[src/rtl/vga_sync_gen_pkg.sv]
// rtl/vga_sync_gen_pkg.sv - shared VGA timing constants, coordinate width and sync polarity
package vga_sync_gen_pkg;

   localparam int COORD_W = 10;
   localparam logic SYNC_ACTIVE = 1'b0;

   // 640x480 @ 60 Hz, 25 MHz pixel rate derived from a 100 MHz clock
   localparam int CLK_DIV_DEF   = 4;
   localparam int H_DISPLAY_DEF = 640;
   localparam int H_FRONT_DEF   = 16;
   localparam int H_SYNC_DEF    = 96;
   localparam int H_BACK_DEF    = 48;
   localparam int V_DISPLAY_DEF = 480;
   localparam int V_FRONT_DEF   = 10;
   localparam int V_SYNC_DEF    = 2;
   localparam int V_BACK_DEF    = 33;
   localparam int H_TOTAL_DEF   = H_DISPLAY_DEF + H_FRONT_DEF + H_SYNC_DEF + H_BACK_DEF;
   localparam int V_TOTAL_DEF   = V_DISPLAY_DEF + V_FRONT_DEF + V_SYNC_DEF + V_BACK_DEF;

   function automatic logic in_window(input logic [COORD_W-1:0] c, input int lo, input int len);
      return (int'(c) >= lo) && (int'(c) < lo + len);
   endfunction

endpackage

[src/rtl/vga_sync_gen_if.sv]
// rtl/vga_sync_gen_if.sv - raster timing bundle from the sync generator to the pixel-colour path
interface vga_sync_gen_if;
   import vga_sync_gen_pkg::*;

   logic               hsync;
   logic               vsync;
   logic               video_on;
   logic               p_tick;
   logic               frame_end;
   logic [COORD_W-1:0] pixel_x;
   logic [COORD_W-1:0] pixel_y;

   modport master (
      output hsync, vsync, video_on, p_tick, frame_end, pixel_x, pixel_y
   );

   modport slave (
      input hsync, vsync, video_on, p_tick, frame_end, pixel_x, pixel_y
   );

endinterface

[src/rtl/vga_sync_gen_pixel_tick_gen.sv]
// rtl/vga_sync_gen_pixel_tick_gen.sv - divides clk into a one-cycle pixel enable every CLK_DIV clocks
module pixel_tick_gen #(
   parameter int CLK_DIV = 4
) (
   input  logic clk,
   input  logic reset,
   output logic tick
);

   localparam int DIV_W = (CLK_DIV > 1) ? $clog2(CLK_DIV) : 1;
   localparam logic [DIV_W-1:0] DIV_LAST = DIV_W'(CLK_DIV - 1);

   generate
      if (CLK_DIV < 1) begin : g_div_check
         $error("pixel_tick_gen: CLK_DIV must be >= 1");
      end
   endgenerate

   logic [DIV_W-1:0] div_cnt;

   always_ff @(posedge clk) begin
      if (reset) begin
         div_cnt <= '0;
      end else if (div_cnt == DIV_LAST) begin
         div_cnt <= '0;
      end else begin
         div_cnt <= div_cnt + 1'b1;
      end
   end

   // Gated by reset so that CLK_DIV=1 does not tick while held in reset
   assign tick = !reset && (div_cnt == DIV_LAST);

endmodule

[src/rtl/vga_sync_gen.sv]
// rtl/vga_sync_gen.sv - VGA raster counters with zero-skew registered sync/blank decode
module vga_sync_gen
   import vga_sync_gen_pkg::*;
#(
   parameter int CLK_DIV   = CLK_DIV_DEF,
   parameter int H_DISPLAY = H_DISPLAY_DEF,
   parameter int H_FRONT   = H_FRONT_DEF,
   parameter int H_SYNC    = H_SYNC_DEF,
   parameter int H_BACK    = H_BACK_DEF,
   parameter int V_DISPLAY = V_DISPLAY_DEF,
   parameter int V_FRONT   = V_FRONT_DEF,
   parameter int V_SYNC    = V_SYNC_DEF,
   parameter int V_BACK    = V_BACK_DEF
) (
   input  logic clk,
   input  logic reset,
   vga_sync_gen_if.master vga
);

   localparam int H_TOTAL  = H_DISPLAY + H_FRONT + H_SYNC + H_BACK;
   localparam int V_TOTAL  = V_DISPLAY + V_FRONT + V_SYNC + V_BACK;
   localparam int HS_START = H_DISPLAY + H_FRONT;
   localparam int VS_START = V_DISPLAY + V_FRONT;

   localparam logic [COORD_W-1:0] H_LAST = COORD_W'(H_TOTAL - 1);
   localparam logic [COORD_W-1:0] V_LAST = COORD_W'(V_TOTAL - 1);
   localparam logic [COORD_W-1:0] H_VIS  = COORD_W'(H_DISPLAY);
   localparam logic [COORD_W-1:0] V_VIS  = COORD_W'(V_DISPLAY);

   generate
      if (H_TOTAL > (1 << COORD_W) || V_TOTAL > (1 << COORD_W)) begin : g_size_check
         $error("vga_sync_gen: H_TOTAL or V_TOTAL exceeds the 10-bit counter range");
      end
   endgenerate

   logic               p_tick;
   logic [COORD_W-1:0] h;
   logic [COORD_W-1:0] v;
   logic [COORD_W-1:0] h_next;
   logic [COORD_W-1:0] v_next;
   logic               h_wrap;
   logic               v_wrap;
   logic               hsync_q;
   logic               vsync_q;
   logic               video_on_q;
   logic               frame_end_q;

   pixel_tick_gen #(
      .CLK_DIV(CLK_DIV)
   ) u_pixel_tick_gen (
      .clk  (clk),
      .reset(reset),
      .tick (p_tick)
   );

   always_comb begin
      h_next = h;
      v_next = v;
      h_wrap = (h == H_LAST);
      v_wrap = (v == V_LAST);
      if (p_tick) begin
         h_next = h_wrap ? '0 : h + 1'b1;
         if (h_wrap) begin
            v_next = v_wrap ? '0 : v + 1'b1;
         end
      end
   end

   // Flags decode the next-state counts so they land in the same cycle as the coordinates
   always_ff @(posedge clk) begin
      if (reset) begin
         h           <= '0;
         v           <= '0;
         hsync_q     <= ~SYNC_ACTIVE;
         vsync_q     <= ~SYNC_ACTIVE;
         video_on_q  <= 1'b0;
         frame_end_q <= 1'b0;
      end else begin
         h           <= h_next;
         v           <= v_next;
         hsync_q     <= in_window(h_next, HS_START, H_SYNC) ? SYNC_ACTIVE : ~SYNC_ACTIVE;
         vsync_q     <= in_window(v_next, VS_START, V_SYNC) ? SYNC_ACTIVE : ~SYNC_ACTIVE;
         video_on_q  <= (h_next < H_VIS) && (v_next < V_VIS);
         frame_end_q <= p_tick && h_wrap && v_wrap;
      end
   end

   assign vga.hsync     = hsync_q;
   assign vga.vsync     = vsync_q;
   assign vga.video_on  = video_on_q;
   assign vga.p_tick    = p_tick;
   assign vga.frame_end = frame_end_q;
   assign vga.pixel_x   = h;
   assign vga.pixel_y   = v;

endmodule

[src/flat_wrapper.sv]
// flat-port wrapper written by rule: the top's interface ports become plain ports
module vga_sync_gen_flat import vga_sync_gen_pkg::*;
#(
   parameter int CLK_DIV   = CLK_DIV_DEF,
   parameter int H_DISPLAY = H_DISPLAY_DEF,
   parameter int H_FRONT   = H_FRONT_DEF,
   parameter int H_SYNC    = H_SYNC_DEF,
   parameter int H_BACK    = H_BACK_DEF,
   parameter int V_DISPLAY = V_DISPLAY_DEF,
   parameter int V_FRONT   = V_FRONT_DEF,
   parameter int V_SYNC    = V_SYNC_DEF,
   parameter int V_BACK    = V_BACK_DEF
)
  (clk, reset, vga_hsync, vga_vsync, vga_video_on, vga_p_tick, vga_frame_end, vga_pixel_x, vga_pixel_y);
  vga_sync_gen_if vga_i ();
  input  logic clk;
  input  logic reset;
  output wire logic [$bits(vga_i.hsync)-1:0] vga_hsync;
  output wire logic [$bits(vga_i.vsync)-1:0] vga_vsync;
  output wire logic [$bits(vga_i.video_on)-1:0] vga_video_on;
  output wire logic [$bits(vga_i.p_tick)-1:0] vga_p_tick;
  output wire logic [$bits(vga_i.frame_end)-1:0] vga_frame_end;
  output wire logic [$bits(vga_i.pixel_x)-1:0] vga_pixel_x;
  output wire logic [$bits(vga_i.pixel_y)-1:0] vga_pixel_y;
  assign vga_hsync = vga_i.hsync;
  assign vga_vsync = vga_i.vsync;
  assign vga_video_on = vga_i.video_on;
  assign vga_p_tick = vga_i.p_tick;
  assign vga_frame_end = vga_i.frame_end;
  assign vga_pixel_x = vga_i.pixel_x;
  assign vga_pixel_y = vga_i.pixel_y;
  vga_sync_gen #(.CLK_DIV(CLK_DIV), .H_DISPLAY(H_DISPLAY), .H_FRONT(H_FRONT), .H_SYNC(H_SYNC), .H_BACK(H_BACK), .V_DISPLAY(V_DISPLAY), .V_FRONT(V_FRONT), .V_SYNC(V_SYNC), .V_BACK(V_BACK)) u_core (.clk(clk), .reset(reset), .vga(vga_i));
endmodule
[config.mk]
export PLATFORM = sky130hd
export DESIGN_NAME = vga_sync_gen_flat
export DESIGN_NICKNAME = d
export VERILOG_FILES = /design/src/rtl/vga_sync_gen_pkg.sv /design/src/rtl/vga_sync_gen_if.sv /design/src/rtl/vga_sync_gen_pixel_tick_gen.sv /design/src/rtl/vga_sync_gen.sv /design/src/flat_wrapper.sv
export SDC_FILE = /design/constraint.sdc
export NUM_CORES = 1
export LEC_CHECK = 0
export ABC_AREA = 1
export CORE_MARGIN = 1.5
export CORE_UTILIZATION = 57
export CTS_CLUSTER_DIAMETER = 200
export CTS_CLUSTER_SIZE = 10
export DETAILED_ROUTE_END_ITERATION = 7
export PLACE_DENSITY_LB_ADDON = 0.2
export SYNTH_ARGS = -nofsm -noshare
export SYNTH_HDL_FRONTEND = slang
export SYNTH_HIERARCHICAL = 1
export SYNTH_SLANG_ARGS = --single-unit
[constraint.sdc]
create_clock -name clk -period 4.7 [get_ports clk]
set_input_delay 1.175 -clock clk [delete_from_list [all_inputs] [get_ports clk]]
set_output_delay 1.175 -clock clk [all_outputs]
set_load 0.02 [all_outputs]
==> results.ini <==
[run_status]
status = complete, no violations

[die]
dieHeight_um = 56.5
die-area_mm2 = 0.00319
core_mm2 = 0.00273
die_w_um = 56.5
initial_core_util_pct = 59.7
num_rows = 19
io_pins = 27

[timing]
finalSetupTns_ps = 0
finalMaxSlewViolations = 0
rsz0062_at_grt = no
skew_ps = 3.33
finalHoldViolations = 0
finalCriticalPeriod_ps = 3730
fin_crit_sh_pct = 79.3
relSlewSlack_pct = 71.5
max_freq_ghz = 0.268
worst_pin_slew_ps = 427
setup_violations = 0

[logic_synthesis]
synth_ff_type = dfxtp_1
syn_area_mm2 = 0.00163
synth-async-reset-ratio_pct = 0
syn_area_per_cell_um2 = 6.53
synth_top_area_share_pct = 31.9
netlist_top_cells_count = nand2_1, nor2_1, inv_1
syn_inst = 250
synthTopCellsByArea = dfxtp_1, nand2_1, nor2_1, inv_1, nand3_1
synth.distinct_cells = 30
ys_seq_area_share_pct = 31.9
yosys_register_bits = 26
synth_edf_count = 0
synth_nets = 256
yosysTopAreaCell = dfxtp_1
ys.warnings.count = 6
synth_most_common_cell = nand2_1

[setup_path]
end_kind = output pin
cp.arrival_ps = 2550
path_class = input port to output pin
cp-start-kind = input port
crit_required_ps = 3520
crit_fanout = 18

[cells_and_area]
antennaDiodeCount = 0
stdcell_count = 306
multi_input_area_um2 = 935
syn_to_final_growth_pct = 19.7
nNetsFinal = 282
nFillCells = 258
layout-drive-gt1-share_pct = 10.5
regArea_um2 = 520

[cts]
clkLatencyLatePin_ps = 320
cts_setup_buffers = 0
cts_resized = 0
cts_root_buffer = clkbuf_4
ctsHtreeMaxLevel = 1
clock_path_buffers = 2
cts_sinks = 26
path_clk_slew_ps = 150
numCtsBuffers = 3
ctsHoldBuffers = 0
cts_tree = done

[run]
cap_violations = 0

[pwr]
p_leak_nw = 0.856
vdd_drop_max_mv = 0.181
power_density_mw_per_mm2 = 206

[place]
portBuffers = 26
gp_congestion = 0.819
dp.cells = 302
dp.final_hpwl_mm = 2.79

[route]
routed_wl_mm = 3.75
vias = 1634
ant_nets = 0
wl_met3_um = 231
wl_met2_mm = 1.72
wirelength_met1_mm = 1.71
viasPerCell = 5.34
routed.top_layer = met4
wl_per_cell_um = 12.3
first_iter_violations = 66
route.detailed.drc = 0
first_pass_iters = 4

[grt]
gr-total-overflow = 0
grt_start_max_net_pins = 21
grt_pass1_vias = 1419
track_usage_pct = 24.2
antenna_found_initial = 0
grt_pass1_wl_mm = 6.09

[min_path]
holdCritPathClass = flip-flop to flip-flop

critical path, cell delays in order:
cell,delay (ps)
clkdlybuf4s50_1,410
nor2_1,110
buf_4,220
clkdlybuf4s50_1,630
layout make-up:
type                            instances  area share (%)
Timing Repair Buffer                   28            14.1
Multi-Input combinational cell        182            47.8
Clock inverter                          1            1.54
Clock buffer                            3            1.15
Tap cell                               31            1.98
Inverter                               35            6.79
Sequential cell                        26            26.6
per-stage QoR:
stage	util, %	area, um2	hold WS (ps)	setup WS (ps)	power (mW)
final	71.5	1950	429	971	0.403
after global routing	71.5	1950	451	892	0.419
after CTS	71.5	1950	430	969	0.407
after floorplan	-	1630	397	2040	0.244
after global placement	69.6	1900	413	981	0.251
after detailed placement	69.6	1900	410	973	0.252
placed cells by master, fill, tap and decap left out, types with 4 or more instances in the layout:
cell / synthesis / layout
nand3_2: 4 / 4
nand4_1: 9 / 9
inv_1: 31 / 31
nor2_2: 4 / 4
ha_1: 4 / 4
nand2_1: 67 / 67
nor2_4: 5 / 5
nor3_1: 6 / 6
nand3_1: 23 / 23
nor2_1: 35 / 35
dfxtp_1: 26 / 26
clkdlybuf4s50_1: 0 / 26
a21oi_1: 6 / 6
cell families after synthesis:
group	Yosys count	share of synthesized area (%)
DFF	26	31.9
adders and majority gates	4	3.07
buffers and inverters	42	10.9
AOI/OAI and AO/OA	15	5.13
xor gates and xnor gates	3	1.61
and+or+nand+nor	160	47.4
power by group:
group	internal, mW	switching [mW]
clock network	0.0862	0.0703
registers	0.224	0.00191
logic	0.00789	0.0132
path summary, 6_finish.rpt:
kind / end / slack (ps) / startpoint / cells past startpoint
worst min-delay path: u_core/u_pixel_tick_gen/div_cnt[0] / 430 / u_core/u_pixel_tick_gen/div_cnt[0] / 1
worst max-delay path: vga_p_tick / 970 / reset / 4
worst max register to register: u_core/vga.vsync / 2780 / u_core/u_pixel_tick_gen/div_cnt[0] / 13
worst min register to register: u_core/u_pixel_tick_gen/div_cnt[0] / 430 / u_core/u_pixel_tick_gen/div_cnt[0] / 1
flip-flops by register name (all words and copies together), names as in the netlist:
register                         count
u_core/vga.vsync                     1
u_core/vga.frame_end                 1
u_core/u_pixel_tick_gen/div_cnt      2
u_core/vga.pixel_y                  10
u_core/vga.hsync                     1
u_core/vga.pixel_x                  10
u_core/vga.video_on                  1
routing by layer:
| metal | track usage (%) | vias up |
|---|---|---|
| li1 | - | 843 |
| met1 | 33.1 | 725 |
| met2 | 37.2 | 56 |
| met3 | 3.92 | 10 |
| met4 | 10.9 | 0 |
| met5 | 0 | - |
(Power assumes the default switching activity.)
